==> config.mk <==
export PLATFORM = sky130hd
export DESIGN_NAME = dmem_arbiter
export DESIGN_NICKNAME = d
export VERILOG_FILES = /design/src/rtl/dmem_arbiter.sv
export SDC_FILE = /design/constraint.sdc
export NUM_CORES = 1
export LEC_CHECK = 0
export ABC_AREA = 1
export CORE_MARGIN = 1.5
export CORE_UTILIZATION = 25
export CTS_CLUSTER_SIZE = 10
export DETAILED_ROUTE_END_ITERATION = 16
export GPL_ROUTABILITY_DRIVEN = 0
export PLACE_DENSITY = 0.58
export SLEW_MARGIN = 20
export SYNTH_ARGS = -nofsm -noshare
export SYNTH_HDL_FRONTEND = slang
export SYNTH_SLANG_ARGS = --single-unit
export TNS_END_PERCENT = 30
==> constraint.sdc <==
create_clock -name clk -period 3.45 [get_ports clk]
set_input_delay 1.035 -clock clk [delete_from_list [all_inputs] [get_ports clk]]
set_output_delay 1.035 -clock clk [all_outputs]
set_load 0.01 [all_outputs]
==> src/rtl/dmem_arbiter.sv <==
// Round-robin arbiter sharing one word-wide data_memory port between two requesters.
// Sub-word stores are turned into read-modify-write sequences.
module dmem_arbiter #(
    parameter int AW = 32,
    parameter int DW = 32
) (
    input  logic            clk,
    input  logic            rst,
    input  logic            req0_valid,
    output logic            req0_ready,
    input  logic            req0_we,
    input  logic [AW-1:0]   req0_addr,
    input  logic [DW-1:0]   req0_wdata,
    input  logic [DW/8-1:0] req0_be,
    output logic            req0_rvalid,
    output logic [DW-1:0]   req0_rdata,
    input  logic            req1_valid,
    output logic            req1_ready,
    input  logic            req1_we,
    input  logic [AW-1:0]   req1_addr,
    input  logic [DW-1:0]   req1_wdata,
    input  logic [DW/8-1:0] req1_be,
    output logic            req1_rvalid,
    output logic [DW-1:0]   req1_rdata,
    output logic [AW-1:0]   byte_address,
    output logic [DW-1:0]   write_data,
    output logic            MemWrite,
    output logic            MemRead,
    input  logic [DW-1:0]   output_data
);

    typedef enum logic [2:0] {
        IDLE,
        WR,
        RD,
        RESP,
        RMW_RD,
        RMW_WR
    } state_t;

    state_t state, next_state;

    logic            last_grant;
    logic            id_q;
    logic [AW-3:0]   addr_q;
    logic [DW-1:0]   wdata_q;
    logic [DW/8-1:0] be_q;

    logic            gnt0, gnt1, fire;
    logic            sel_we;
    logic [AW-3:0]   sel_addr;
    logic [DW-1:0]   sel_wdata;
    logic [DW/8-1:0] sel_be;
    logic [DW-1:0]   mask;
    logic            unused_lo;

    // Byte offset bits are ignored: memory is word addressed.
    assign unused_lo = ^{req0_addr[1:0], req1_addr[1:0]};

    // On a tie, the requester that did not win last time is granted.
    assign gnt0 = req0_valid && (!req1_valid || last_grant);
    assign gnt1 = req1_valid && (!req0_valid || !last_grant);

    assign req0_ready = (state == IDLE) && !rst && gnt0;
    assign req1_ready = (state == IDLE) && !rst && gnt1;
    assign fire       = req0_ready || req1_ready;

    assign sel_we    = req1_ready ? req1_we : req0_we;
    assign sel_addr  = req1_ready ? req1_addr[AW-1:2] : req0_addr[AW-1:2];
    assign sel_wdata = req1_ready ? req1_wdata : req0_wdata;
    assign sel_be    = req1_ready ? req1_be : req0_be;

    always_ff @(posedge clk) begin
        if (rst) begin
            state      <= IDLE;
            last_grant <= 1'b1;
            id_q       <= 1'b0;
            addr_q     <= '0;
            wdata_q    <= '0;
            be_q       <= '0;
        end else begin
            state <= next_state;
            if (fire) begin
                last_grant <= req1_ready;
                id_q       <= req1_ready;
                addr_q     <= sel_addr;
                wdata_q    <= sel_wdata;
                be_q       <= sel_be;
            end
        end
    end

    always_comb begin
        next_state = state;
        unique case (state)
            IDLE: begin
                if (fire) begin
                    if (!sel_we)
                        next_state = RD;
                    else if (&sel_be || ~|sel_be)
                        next_state = WR;
                    else
                        next_state = RMW_RD;
                end
            end
            WR:     next_state = IDLE;
            RD:     next_state = RESP;
            RESP:   next_state = IDLE;
            RMW_RD: next_state = RMW_WR;
            RMW_WR: next_state = IDLE;
            default: next_state = IDLE;
        endcase
    end

    always_comb begin
        mask = '0;
        for (int i = 0; i < DW/8; i++)
            mask[8*i +: 8] = {8{be_q[i]}};
    end

    always_comb begin
        byte_address = '0;
        write_data   = '0;
        MemWrite     = 1'b0;
        MemRead      = 1'b0;
        req0_rvalid  = 1'b0;
        req1_rvalid  = 1'b0;
        req0_rdata   = '0;
        req1_rdata   = '0;
        unique case (state)
            WR: begin
                // An all-zero byte enable completes as a store without touching memory.
                if (|be_q) begin
                    MemWrite     = 1'b1;
                    byte_address = {addr_q, 2'b00};
                    write_data   = wdata_q;
                end
            end
            RD, RMW_RD: begin
                MemRead      = 1'b1;
                byte_address = {addr_q, 2'b00};
            end
            RESP: begin
                if (id_q) begin
                    req1_rvalid = 1'b1;
                    req1_rdata  = output_data;
                end else begin
                    req0_rvalid = 1'b1;
                    req0_rdata  = output_data;
                end
            end
            RMW_WR: begin
                MemWrite     = 1'b1;
                byte_address = {addr_q, 2'b00};
                write_data   = (output_data & ~mask) | (wdata_q & mask);
            end
            default: ;
        endcase
    end

endmodule

==> flow_summary.toml, run 1 <==
[status]
run_status = "finished clean"

[drt]
ant_nets = 0
initialDrtViolationCount = 256
vias_per_cell = 4.42
vias = 5988
drc = 0
dr.pass1.iters = 4
avgRoutedWirePerCell_um = 13.8
wl_um = 18700

[floorplanning]
dieArea_mm2 = 0.0193
start_util = 0.256
std_cell_rows = 49
dieHeight_um = 139
die_x_um = 139
ios = 308
core_mm2 = 0.0180

[final_layout]
n_antenna_cell = 0
seq_area_mm2 = 0.00142
finalNonFillerCells = 1354
layout-drive-gt1-share = 0.0667
fillers = 1907
nets = 1295
area_growth_pct = 82.8
multi_input_area_mm2 = 0.00266

[setup_path]
cp_data_required_time_ps = 2410
startpoint_type = "input port"
cp.arrival_ps = 2350
path_class = "input port to primary output"
path_max_fanout = 2
critPathCaptureType = "primary output"

[clock_network]
cts_tree = "yes"
cts_hold_buf = 0
root_buffer = "clkbuf_16"
numCtsBuffers = 9
clock_path_buffers = 2
htreeDepth = 3
clock-sinks = 71
post_cts_buffers = 0
clkTransAtPathRegs_ps = 50
insertion_delay_ps = 330

[power_and_ir_drop]
ir_drop_uv = 282
power_density_mw_per_mm2 = 497
power.leakage_nw = 4.00

[sta]
setup_viol = 0
setup_tns_ps = 0
drv_slew = 0
fin_crit_sh = 0.982
setup_ws_ps = 60.9
final.min_clock_period_ps = 3390
hold_viol_final = 0
max_freq_mhz = 295
rsz0062_at_grt = "true"
relSlewSlack = 0.515
fin_hold_ws_ps = 463
tightest_slew_ps = 728
skew_ps = 7.38

[global_route]
grt_pass1_wl_um = 28900
grtUsageTotal = 0.187
grt_max_degree = 98
antenna_found_initial = 0
grt_pass1_vias = 5287
overflow = 0

[place]
pre_cts_ws_ps = -80.5
io_buffer_count = 301
dp.cells = 1338
hpwl_um = 13400

[yosys]
syn_area_mm2 = 0.00462
ys_warn_count = 0
synth-seq-cells = 71
synthCells = 822
synth.distinct_cells = 22
synth_seq_area_share = 0.308
syn_area_per_cell_um2 = 5.62

[worst_hold_path]
hold_class = "flip-flop to flip-flop"

[run]
drv_cap = 0
[placed cells by master, fill, tap and decap left out, drive strengths merged]
| cell type | instances |
|---|---|
| nor2 | 264 |
| clkdlybuf4s50 | 255 |
| nand2 | 128 |
| o21ai | 105 |
| a21oi | 100 |
| inv | 82 |
| dfxtp | 71 |
| buf | 45 |
| dlymetal6s2s | 34 |
| clkbuf | 13 |
| dlygate4sd2 | 11 |
| nand3 | 5 |
| o21bai | 4 |
| conb | 2 |
| nor4 | 1 |
| nor3 | 1 |
| o211ai | 1 |
| o31ai | 1 |
| bufinv | 1 |
| clkinvlp | 1 |
[stage by stage]
step                power (mW)  utilization  area [um2]
detailed placement        3.21        0.445        8020
finish                    4.19        0.468        8440
floorplan                 2.41            -        4620
global route              4.55        0.468        8440
CTS                       4.26        0.463        8340
global placement          3.20        0.445        8020
[kinds of logic (layout without fill, tap and decap cells)]
family	after synthesis	in the layout	synth area share
AOI/OAI and AO/OA	211	211	0.232
other	1	2	0.000812
buffers and inverters	141	442	0.127
and+or+nand+nor	398	399	0.333
DFF	71	71	0.308
[synthesized netlist by cell type (all sizes together)]
cell type,instances,area [um2]
nor2,263,1010
nand2,128,480
o21ai,105,526
a21oi,100,500
inv,82,308
dfxtp,71,1420
clkbuf,38,143
buf,21,138
nand3,5,37.5
o21bai,4,30.0
conb,1,3.75
nor3,1,5.00
nor4,1,6.26
o211ai,1,7.51
o31ai,1,7.51
[routing by layer]
metal  vias to the layer above  wire length (um)  track usage
met5                         -                 0            0
met4                         0               331       0.0658
met3                        19              1220       0.0449
met2                       210              8680        0.303
met1                      2599              8480        0.242
li1                       3160                 -            -
[critical path, cell delays in order]
cell,delay [ps]
clkdlybuf4s50_1,460
inv_1,80
buf_4,140
nor2_1,100
clkdlybuf4s50_1,540
[worst paths after layout]
kind | from | to | slack [ps] | cells past startpoint
worst max-delay path | output_data[29] | req0_rdata[29] | 60 | 5
worst min-delay path | addr_q[5]$_SDFFE_PP0P_ | addr_q[5]$_SDFFE_PP0P_ | 460 | 2
worst max register to register | state[2]$_SDFFE_PP0P_ | wdata_q[9]$_SDFFE_PP0P_ | 1090 | 9
worst min register to register | addr_q[5]$_SDFFE_PP0P_ | addr_q[5]$_SDFFE_PP0P_ | 460 | 2
[sequential cells by signal, indices dropped and copies added, names as in the netlist]
name / count
id_q: 1
last_grant: 1
state: 3
be_q: 4
wdata_q: 32
addr_q: 30
[area by class of cell]
type                       instances  share of cell area
clock buffer                      13              0.0332
clock inverter                     2             0.00445
inverter                          82              0.0364
multi-input combinational        612               0.314
sequential                        71               0.168
tap                              229              0.0339
timing repair buffer             345               0.409
[repair_timing]
item / in CTS / in global routing
pin swaps: 1 / 2
gates cloned: 1 / 0
gates resized for setup: 15 / 40
setup endpoints to repair: 42 / 97
[report_power, final]
| group | internal, mW | switching [mW] | total [mW] | leakage [nW] |
|---|---|---|---|---|
| clock network | 0.635 | 0.352 | 0.987 | 0.154 |
| logic | 0.833 | 1.18 | 2.02 | 3.26 |
| registers | 1.04 | 0.145 | 1.19 | 0.583 |
Note: power is estimated with default switching activity, not from simulation.
==> run 2: changes to the inputs <==
CTS_CLUSTER_DIAMETER = 30   (was not set)
==> results of run 2 <==
Final layout, timing and power as in run 1 (identical DEF).
